[src/rtl/pixel_demux.sv]
// Pixel demultiplexer: a small FIFO plus one output holding register that offers each
// buffered pixel to exactly one of four layer ports, in strict arrival order.
module pixel_demux #(
    parameter int DEPTH  = 4,
    parameter int ADDR_W = 8
) (
    input  logic                         clk,
    input  logic                         rst,
    input  logic                         flush,
    input  logic                         in_valid,
    output logic                         in_ready,
    input  logic [5:0]                   in_pixel,
    input  logic [1:0]                   in_select,
    input  logic [ADDR_W-1:0]            in_addr,
    output logic [3:0]                   out_valid,
    input  logic [3:0]                   out_ready,
    output logic [5:0]                   out_pixel,
    output logic [ADDR_W-1:0]            out_addr,
    output logic [$clog2(DEPTH+2)-1:0]   count
);

    localparam int PW = $clog2(DEPTH);
    localparam int OW = $clog2(DEPTH + 1);
    localparam int CW = $clog2(DEPTH + 2);
    localparam int EW = 2 + ADDR_W + 6;

    logic [EW-1:0]     mem_q [DEPTH];
    logic [PW-1:0]     wr_ptr_q, wr_ptr_d;
    logic [PW-1:0]     rd_ptr_q, rd_ptr_d;
    logic [OW-1:0]     occ_q, occ_d;
    logic              rdy_q, rdy_d;
    logic              ovld_q, ovld_d;
    logic [1:0]        osel_q, osel_d;
    logic [5:0]        opix_q, opix_d;
    logic [ADDR_W-1:0] oaddr_q, oaddr_d;

    logic              push, xfer, load;
    logic [EW-1:0]     head;

    assign push = in_valid & rdy_q;
    assign xfer = ovld_q & out_ready[osel_q];
    // Refill the holding register whenever it is free this edge and the FIFO has data.
    assign load = (~ovld_q | xfer) & (occ_q != '0);
    assign head = mem_q[rd_ptr_q];

    always_comb begin
        wr_ptr_d = wr_ptr_q;
        rd_ptr_d = rd_ptr_q;
        occ_d    = occ_q;
        rdy_d    = rdy_q;
        ovld_d   = ovld_q;
        osel_d   = osel_q;
        opix_d   = opix_q;
        oaddr_d  = oaddr_q;
        if (flush) begin
            wr_ptr_d = '0;
            rd_ptr_d = '0;
            occ_d    = '0;
            ovld_d   = 1'b0;
            rdy_d    = 1'b1;
        end else begin
            if (push) wr_ptr_d = wr_ptr_q + PW'(1);
            if (load) rd_ptr_d = rd_ptr_q + PW'(1);
            if (push && !load)
                occ_d = occ_q + OW'(1);
            else if (load && !push)
                occ_d = occ_q - OW'(1);
            if (load) begin
                ovld_d  = 1'b1;
                osel_d  = head[EW-1 -: 2];
                oaddr_d = head[6 +: ADDR_W];
                opix_d  = head[5:0];
            end else if (xfer) begin
                ovld_d = 1'b0;
            end
            // Registered ready reflects next-cycle FIFO room only; no same-cycle bypass.
            rdy_d = (occ_d < OW'(DEPTH));
        end
    end

    always_ff @(posedge clk) begin
        if (rst) begin
            wr_ptr_q <= '0;
            rd_ptr_q <= '0;
            occ_q    <= '0;
            rdy_q    <= 1'b0;
            ovld_q   <= 1'b0;
            osel_q   <= '0;
            opix_q   <= '0;
            oaddr_q  <= '0;
        end else begin
            wr_ptr_q <= wr_ptr_d;
            rd_ptr_q <= rd_ptr_d;
            occ_q    <= occ_d;
            rdy_q    <= rdy_d;
            ovld_q   <= ovld_d;
            osel_q   <= osel_d;
            opix_q   <= opix_d;
            oaddr_q  <= oaddr_d;
        end
    end

    always_ff @(posedge clk) begin
        if (!rst && !flush && push)
            mem_q[wr_ptr_q] <= {in_select, in_addr, in_pixel};
    end

    assign in_ready  = rdy_q;
    assign out_valid = ovld_q ? (4'b0001 << osel_q) : 4'b0000;
    assign out_pixel = opix_q;
    assign out_addr  = oaddr_q;
    assign count     = CW'(occ_q) + CW'(ovld_q);

endmodule

[config.mk]
export PLATFORM = sky130hd
export DESIGN_NAME = pixel_demux
export DESIGN_NICKNAME = d
export VERILOG_FILES = /design/src/rtl/pixel_demux.sv
export SDC_FILE = /design/constraint.sdc
export NUM_CORES = 1
export LEC_CHECK = 0
export ABC_AREA = 1
export BUFFER_PORTS_ARGS = -buffer_cell sky130_fd_sc_hd__buf_2
export CORE_MARGIN = 3
export CORE_UTILIZATION = 53
export CTS_BUF_LIST = sky130_fd_sc_hd__clkbuf_4 sky130_fd_sc_hd__clkbuf_8 sky130_fd_sc_hd__clkbuf_16
export DETAILED_ROUTE_END_ITERATION = 12
export GPL_ROUTABILITY_DRIVEN = 0
export PLACE_DENSITY = 0.84
export SLEW_MARGIN = 20
export SYNTH_ARGS = -nofsm -noshare
export SYNTH_HDL_FRONTEND = slang
export SYNTH_SLANG_ARGS = --single-unit
[constraint.sdc]
create_clock -name clk -period 1.9 [get_ports clk]
set_input_delay 0.19 -clock clk [delete_from_list [all_inputs] [get_ports clk]]
set_output_delay 0.19 -clock clk [all_outputs]
set_load 0.02 [all_outputs]
==> results of run 1 <==
layout by cell type (no fill, tap or decap), types with 3 or more instances in the layout:
cell / synthesis / routed
a21oi_1: 6 / 6
buf_2: 9 / 45
buf_4: 2 / 9
bufinv_16: 0 / 3
clkbuf_8: 0 / 9
clkinv_1: 2 / 3
dfxtp_1: 25 / 22
edfxtp_1: 64 / 64
ha_1: 11 / 9
inv_1: 128 / 127
nand2_1: 129 / 129
nand3_1: 34 / 34
nand4_1: 16 / 16
nor2_1: 18 / 18
nor2_2: 8 / 8
nor3_1: 4 / 4
o21ai_0: 5 / 4
worst min-delay path by stage:
stage / from / endpoint / slack [ns] / depth (start not counted)
floorplan: rst / occ_q[2] / 0.26 / 1
global placement: rst / occ_q[2] / 0.38 / 2
detailed placement: rst / occ_q[2] / 0.39 / 2
CTS: rst / occ_q[2] / 0.009 / 2
global route: rst / occ_q[2] / 0.02 / 2
finish: rst / occ_q[2] / 0.02 / 2
flip-flops by register name (all words and copies together), names as in the netlist:
signal     flops
osel_q         2
rd_ptr_q       2
out_addr       8
mem_q         64
occ_q          3
in_ready       1
out_pixel      6
ovld_q         1
wr_ptr_q       2
per-layer routing:
layer / part of all wire [%] / global-route usage [%] / wire length [µm] / up-vias
li1: - / - / - / 1540
met1: 43 / 21.50 / 3408 / 1370
met2: 50 / 32.71 / 4028 / 99
met3: 5.5 / 3.745 / 443 / 13
met4: 1.4 / 8.293 / 116 / 2
met5: 0.16 / 0 / 13 / -
power by group:
group / internal, W / leakage [nW] / total [W] / switching, W
Clock: 0.000862 / 0.117 / 0.00150 / 0.000637
Sequential: 0.00215 / 0.782 / 0.00218 / 0.0000385
Combinational: 0.000229 / 1.44 / 0.000658 / 0.000429
Total: 0.00324 / 2.34 / 0.00434 / 0.00110
through the flow:
step / util, % / hold WS [ns]
CTS: 63.54 / 0.008614
detailed placement: 60.43 / 0.3872
global route: 64.06 / 0.02213
floorplan: - / 0.2624
global placement: 60.43 / 0.3840
finish: 64.06 / 0.02360
area by class of cell:
class	instances	area, µm²
tap	99	123.9
timing repair buffer	55	312.8
multi-input combinational	239	1180
inverter	131	494.2
clock buffer	9	123.9
clock inverter	6	107.6
sequential	89	2429
fill	582	2676
cells by family (layout without fill, tap and decap cells):
family                     count (synthesis)  count (layout)  synth area share, %
buffers and inverters                    147             201                14.24
DFF                                       89              89                58.16
adders and majority gates                 11              11                3.304
and+or+nand+nor                          214             214                22.35
AOI/OAI and AO/OA                         12              12                1.532
xor gates and xnor gates                   2               2               0.4206
worst max-delay path, stage by stage, from the launching register on:
cell and delay, ns:
dfxtp_2 0.34, inv_1 0.07, ha_1 0.17, nand2_1 0.12, nand2_4 0.09, inv_2 0.08
ha_4 0.13, nand2_1 0.06, nand2_1 0.07, o21ai_1 0.07, or2_2 0.27, nand3_1 0.08
nand2_1 0.07, inv_1 0.05
repair_timing:
action,CTS,global route
endpoints found under the hold margin,0,0
setup endpoints to repair,0,2
resized for setup,0,12
==> impl_results.md, run 1 <==
- Number of buffers added on ports: 45
- RR Endpoint: in_ready
- Vias per std cell: slightly below 5
- Syn_nets: 510
- Final Hold Fails: 0
- Crit share post-route: roughly nine tenths
- Final wirelength: roughly 8000 µm
- Clk buf depth: 2
- Crit. Startpoint: occ_q[1]
- Top cell type's share of synthesized area: between 40% and 50%
- Leakage power figure: 2.340 nW
- Placed wire-length estimate: around 5200 µm
- Root buffer cell: clkbuf_8
- DRC Markers: 0
- Synth Register Bits: 89
- Post-DRT Antenna Nets: 0
- Worst reg2reg path depth: 13
- Crit start category: flip-flop
- Synth Instances: roughly 480
- Setup_tns: 0 ns
- Status: finished, final reports clean
- Pre-CTS WS: about 0.095 ns
- DR pass1 iterations: 4
- Hold Buf Count CTS: 0
- First-pass GRT wire length: 12,550 µm
- Largest area contributor in the netlist: edfxtp_1
- Max_slew headroom: between 60 and 70%
- Gr ovfl total: 0
- Synth warn: 0
- Worst Setup Path Type: reg -> reg
- Layout cells sized above 1: roughly 17%
- CP endpoint kind: flip-flop
- Nets: 560
- CTS clk-pin slew, worst paths: 0.08 ns
- Worst r2r src: occ_q[1]
- Clock buffer count from CTS: 9
- Synth async-reset ratio: 0%
- Required @ worst endpoint: 2.20 ns
- Chip height: around 95 µm
- Number of flops mapped to enable cells by yosys: 64
- RSZ-0062 raised after global routing: false
- Clock skew: ~0.006 ns
- Setup-failing EPs final: 0
- Design Area, Final: 4771 µm²
- Worst hold path class: in -> reg
- Area growth from synthesis to layout: 14.54%
- Pwr Total: around 0.0043 W
- VDD IR max: 0.0005188 V
- Dominant synthesized flop cell: edfxtp_1
- Fin. max-slew vios: 0
- Post-CTS Setup Bufs: 0
- Post-Layout Cell Count: between 600 and 700
- H-tree Lvls: 3
- Total of max-cap violations: 0
- Synth Area per Inst: about 9 µm²
- Die Outline Area: roughly 9000 µm²
- Fin crit period: roughly 1.7 ns
- DR vias: slightly above 3,000
- Total global-route track usage: a little under a fifth
- Commonest cells in the netlist: nand2_1 (129), inv_1 (128), edfxtp_1 (64)
- Largest net degree at the start of global routing: 35
- Seq/Total Area, Yosys: 58.16%
- Worst R2R Setup Slack: between 0.15 and 0.2 ns
- CTS sink count: a little under 90
- Num rows: 31
- Detailed Route Iter0 Violations: around 210
- Die X: between 90 and 100 µm
- Number of antenna diodes: 0
- Cell Area, Synth: between 4000 and 5000 µm²
- Cell count after placement: between 600 and 700
- Worst-skew pair later-pin latency: around 0.35 ns
- Crit path DAT: 2.05 ns
- Routed WL per cell: ~13 µm
- Starting Density: between 50% and 60%
- Core area: 7447 µm²
- Top post-synthesis cells by area: edfxtp_1 (46%), dfxtp_1 (12%), nand2_1 (12%)
- Number of distinct library cells after synthesis: 23
- Setup ws final: roughly 0.16 ns
- Top-count cell post-synth: nand2_1
- Maximum net fanout on the critical path: 5
- Max Clk Rate: roughly 570 MHz
- Ports: 46
- CTS tree: done
- Critical Path Sink: in_ready
- Vias in the first global route: 2,787
- P per Cell Area: approximately 900 nW/µm²
- Placed Area: 4501 µm²
- Antenna violations before repair: 1
- Slew @ Worst Pin: between 0.5 and 0.6 ns
Note: power is estimated with default switching activity, not from simulation.
==> run 2, diff against run 1 <==
REMOVE_ABC_BUFFERS = 1   (was default)
==> impl_results.md, run 2 (synthesis gave the netlist of run 1 again) <==
- Status: finished, final reports clean
- Hold Path Stages: 2
- HP Start: rst
- Hold Buf Count CTS: 0
- Detailed Route Iter0 Violations: ~220
- Sequential cell area: approximately 2400 µm²
- Fin. max-slew vios: 0
- Clk buf depth: 2
- Area used by multi-input combinational logic: roughly 1200 µm²
- Placed wire-length estimate: roughly 5100 µm
- Fill cell count: around 570
- Clock skew: approximately 0.013 ns
- Pre-CTS WS: roughly 0.044 ns
- DR WL met3: 522 µm
- Number of antenna diodes: 0
- Ports: between 40 and 50
- Root buffer cell: clkbuf_8
- Setup-failing EPs final: 0
- Vias in the first global route: 2,858
- Layout cells sized above 1: roughly 18%
- Number of buffers added on ports: 45
- Num rows: 31
- CTS tree: done
- Largest Register: mem_q
- Setup_tns: 0 ns
- Worst hold path class: in -> reg
- H-tree Lvls: 3
- Metal-1 WL: 3313 µm
- Post-DRT Antenna Nets: 0
- Starting Density: ~56%
- Slew @ Worst Pin: about 0.55 ns
- Core area: 7447 µm²
- Max Clk Rate: ~570 MHz
- Maximum net fanout on the critical path: 5
- RR Endpoint: in_ready
- Metal2 WL: about 3800 µm
- P per Cell Area: 897.8 nW/µm²
- Antenna violations before repair: 1
- Worst-skew pair later-pin latency: 0.37 ns
- Most frequent cells in the layout: nand2_1 (128), inv_1 (127), edfxtp_1 (64)
- Cell count after placement: between 600 and 700
- Worst r2r src: occ_q[1]
- Worst Setup Path Type: reg -> reg
- Crit share post-route: slightly above 90%
- Most common cell after layout, fill and taps aside: nand2_1
- Max_slew headroom: 63.43%
- Die Outline Area: between 8000 and 9000 µm²
- Setup ws final: 0.1504 ns
- Final Hold Fails: 0
- Leakage power figure: 2.329 nW
- DRC Markers: 0
- RSZ-0062 raised after global routing: false
- Max reg flops: 64
- Top sig layer: met5
- Final wirelength: between 7000 and 8000 µm
- Post_cts resized: 0
- Worst R2R Setup Slack: ~0.15 ns
- Fin crit period: around 1.7 ns
- Crit start category: flip-flop
- Total of max-cap violations: 0
- VDD IR max: between 0.0004 and 0.0005 V
- Post-CTS Setup Bufs: 0
- First-pass GRT wire length: between 10,000 and 15,000 µm
- CP endpoint kind: flip-flop
- Placed Area: roughly 4500 µm²
- Layout Utilization: between 60 and 70%
- Clock buffer count from CTS: 9
- Total global-route track usage: about a fifth
- WHS Endpoint: occ_q[2]
- Routed WL per cell: about 12 µm
- Gr ovfl total: 0
- Design Area, Final: 4743 µm²
- CTS sink count: roughly 90
- Vias per std cell: 4.703
- Required @ worst endpoint: about 2.2 ns
- Post-Layout Cell Count: 630
- Nets: between 500 and 600
- Chip height: about 95 µm
- DR pass1 iterations: 4
- Die X: about 95 µm
- Worst reg2reg path depth: 13
- Crit path DAT: about 2.1 ns
- CTS clk-pin slew, worst paths: 0.10 ns
- Area growth from synthesis to layout: 13.88%
- DR vias: 2,963
- Largest net degree at the start of global routing: 34
## run 2: cell count changes in the layout (fill, tap and decap cells not counted), sizes merged
cell,delta
inv,+1
buf,+1
clkinvlp,+1
bufinv,-1
## run 2: worst max-delay path, stage by stage (launching register included)
cell and delay (ns):
dfxtp_2 0.35, inv_1 0.07, ha_1 0.19, nand2_2 0.09, nand2_4 0.07, inv_2 0.07
ha_2 0.19, nand2_1 0.05, nand2_1 0.06, o21ai_1 0.08, or2_2 0.28, nand3_1 0.08
nand2_1 0.07, inv_1 0.05
## run 2: worst max path at each step
stage / cells after the start / startpoint / slack (ns) / endpoint
after floorplan: 12 / occ_q[0] / -0.13 / occ_q[2]
after global placement: 13 / occ_q[1] / 0.18 / in_ready
after detailed placement: 14 / osel_q[0] / 0.04 / in_ready
after CTS: 13 / occ_q[1] / 0.02 / in_ready
after global routing: 14 / osel_q[0] / 0.01 / in_ready
final: 13 / occ_q[1] / 0.15 / in_ready
## run 2: metrics by stage
step	hold WS (ns)	power, W
CTS	0.0008274	0.004267
finish	0.008832	0.004259
detailed placement	0.3973	0.002842
floorplan	0.2624	0.002647
global placement	0.3847	0.002817
global route	0.01551	0.004458
## run 2: layout make-up
cell class / count / area share [%]
clock buffer: 9 / 2.611
clock inverter: 7 / 2.163
inverter: 131 / 10.42
multi-input combinational: 239 / 24.51
sequential: 89 / 51.20
tap: 99 / 2.611
timing repair buffer: 56 / 6.489
## run 2: metal layers
metal	global-route usage, %	vias to the layer above
li1	-	1542
met1	22.30	1314
met2	31.12	90
met3	4.940	15
met4	9.375	2
met5	0	-
## run 2: report_power, final
group          internal, W  switching, W  leakage [nW]
sequential         0.00214     0.0000375         0.782
clock             0.000751      0.000689         0.110
combinational     0.000219      0.000418          1.44
==> run 3, diff against run 2 <==
ABC_AREA = default   (was 1)
CORE_UTILIZATION = 51   (was 53)
PLACE_DENSITY = 0.83   (was 0.84)
==> impl_results.md, run 3 <==
- Status: finished, final reports clean
- CP Cell Sequence: inv_2, ha_4, nor2b_4, a221o_2, inv_4, ha_4, nand2_2, o21ai_2, xnor2_1, o21ba_2
- Synth Area per Inst: roughly 16 µm²
- Synth async-reset ratio: 0%
- Top post-synthesis cells by area: edfxtp_1 (54%), dfxtp_1 (14%), mux4_2 (10%)
- RSZ-0062 raised after global routing: true
- Sequential cell area: roughly 2400 µm²
- Synth warn: 0
- Core area: between 6000 and 7000 µm²
- First-pass GRT wire length: slightly above 10,000 µm
- Setup-failing EPs final: 0
- VDD IR max: 0.0007159 V
- Seq/Total Area, Yosys: about two thirds
- Setup_tns: 0 ns
- Post-DRT Antenna Nets: 0
- Antenna violations before repair: 0
- Most frequent cells in the layout: edfxtp_1 (64), buf_2 (45), dfxtp_1 (23)
- DR vias: roughly 2,100
- Gr ovfl total: 0
- CTS sink count: 89
- Final Hold Fails: 0
- Most common cell after layout, fill and taps aside: edfxtp_1
- Fill cell count: roughly 460
- CTS tree: done
- Cell count after placement: between 300 and 400
- P per Cell Area: just under 900 nW/µm²
- Synth Register Bits: 89
- Clk buf depth: 2
- Dominant synthesized flop cell: edfxtp_1
- Pre-CTS WS: -0.03636 ns
- Worst path most repeated cell: ha_4
- Worst path bufs/invs: 2
- Placed wire-length estimate: 4359 µm
- Area growth from synthesis to layout: 17.47%
- Number of buffers added on ports: 45
- Worst Setup Path Type: reg -> reg
- Largest net degree at the start of global routing: 20
- Routed WL per cell: 17.70 µm
- Slowest Stage Delay on Critical Path: 0.36 ns
- Worst hold slack: around 0.04 ns
- Setup ws final: approximately 0.042 ns
- Required @ worst endpoint: 2.16 ns
- Top-count cell post-synth: edfxtp_1
- Clock skew: around 0.013 ns
- Hold Buf Count CTS: 0
- Largest area contributor in the netlist: edfxtp_1
- Max Clk Rate: approximately 540 MHz
- Final wirelength: 6816 µm
- Number of antenna diodes: 0
- Vias in the first global route: just over 2,000
- CP top delay family: compound AO/OA/AOI/OAI gates
- Worst-skew pair later-pin latency: about 0.36 ns
- Fin crit period: roughly 1.9 ns
- Crit start category: flip-flop
- Number of flops mapped to enable cells by yosys: 64
- Starting Density: 54.30%
- Nets: 322
- Worst hold path class: in -> reg
- Commonest cells in the netlist: edfxtp_1 (64), dfxtp_1 (25), a21oi_1 (21)
- Die X: approximately 90 µm
- Ports: 46
- CP endpoint kind: flip-flop
- Die Outline Area: around 8000 µm²
- Total global-route track usage: roughly 18%
- Area used by multi-input combinational logic: roughly 1100 µm²
- Synth Instances: roughly 230
- Vias per std cell: 5.483
- Clock buffer count from CTS: 9
- Largest Register: mem_q
- Cell Area, Synth: around 3600 µm²
- Max reg flops: 64
- Layout cells sized above 1: between 30% and 40%
- Fin. max-slew vios: 0
- Post-Layout Cell Count: 385
- Maximum net fanout on the critical path: 3
- Num rows: 29
- Leakage power figure: roughly 1.5 nW
- Root buffer cell: clkbuf_8
- Max_slew headroom: about three fifths
- Slew @ Worst Pin: 0.6009 ns
- Top cell type's share of synthesized area: between 50% and 60%
- Detailed Route Iter0 Violations: between 150 and 200
- CTS clk-pin slew, worst paths: 0.10 ns
- H-tree Lvls: 3
- Crit path DAT: roughly 2.1 ns
- Number of distinct library cells after synthesis: 34
- Total of max-cap violations: 0
- Slowest CP cell: a221o_2
- DRC Markers: 0
- Chip height: roughly 90 µm
- DR pass1 iterations: 4
- Crit share post-route: a little over nine tenths
[run 3: metal layers]
metal,vias to the layer above,track usage [%],wire (µm)
met2,82,31.12,3544
met1,1022,22.10,2779
met4,0,6.495,104
met3,15,4.015,388
li1,992,-,-
met5,-,0,0
[run 3: timing repair]
action                     CTS  global route
pin swaps                    0             4
gates resized for setup      3            13
setup buffers                0             1
setup endpoints to repair    2             4
[run 3: worst paths after layout]
path | endpoint | startpoint | cells past startpoint | slack [ns]
worst max register to register | in_ready | occ_q[1] | 10 | 0.04
worst min-delay path | mem_q[0][5] | in_pixel[5] | 1 | 0.04
worst max-delay path | in_ready | occ_q[1] | 10 | 0.04
worst min register to register | out_addr[5] | out_addr[5] | 2 | 0.47
[run 3: layout make-up]
class	instances	area share, %
Timing Repair Buffer	60	8.453
Sequential cell	89	57.89
Clock buffer	10	3.136
Clock inverter	6	1.254
Multi-Input combinational cell	119	25.72
Tap cell	93	2.778
Inverter	8	0.7766
[run 3: report_power, final]
part | internal [W] | switching (W) | total (W) | leakage [nW]
Clock | 0.000508 | 0.000695 | 0.00120 | 0.0884
Combinational | 0.000140 | 0.000202 | 0.000343 | 0.642
Sequential | 0.00211 | 0.0000183 | 0.00213 | 0.780
[run 3: metrics by stage]
step / power, W / utilization (%) / area, µm²
floorplan: 0.002349 / - / 3490
global placement: 0.002476 / 60.13 / 3949
detailed placement: 0.002488 / 60.13 / 3949
CTS: 0.003668 / 62.98 / 4136
global route: 0.003800 / 63.78 / 4189
finish: 0.003672 / 63.78 / 4189
[run 3: cell families (layout without fill, tap and decap cells)]
logic type / Yosys count / count (layout) / synth area share, %
buf+inv: 21 / 84 / 3.017
simple gates: 42 / 42 / 6.211
fa+ha+maj: 11 / 11 / 3.860
flops: 89 / 89 / 67.93
compound gates: 45 / 45 / 7.579
xor+xnor: 3 / 3 / 0.7370
mux: 18 / 18 / 10.67
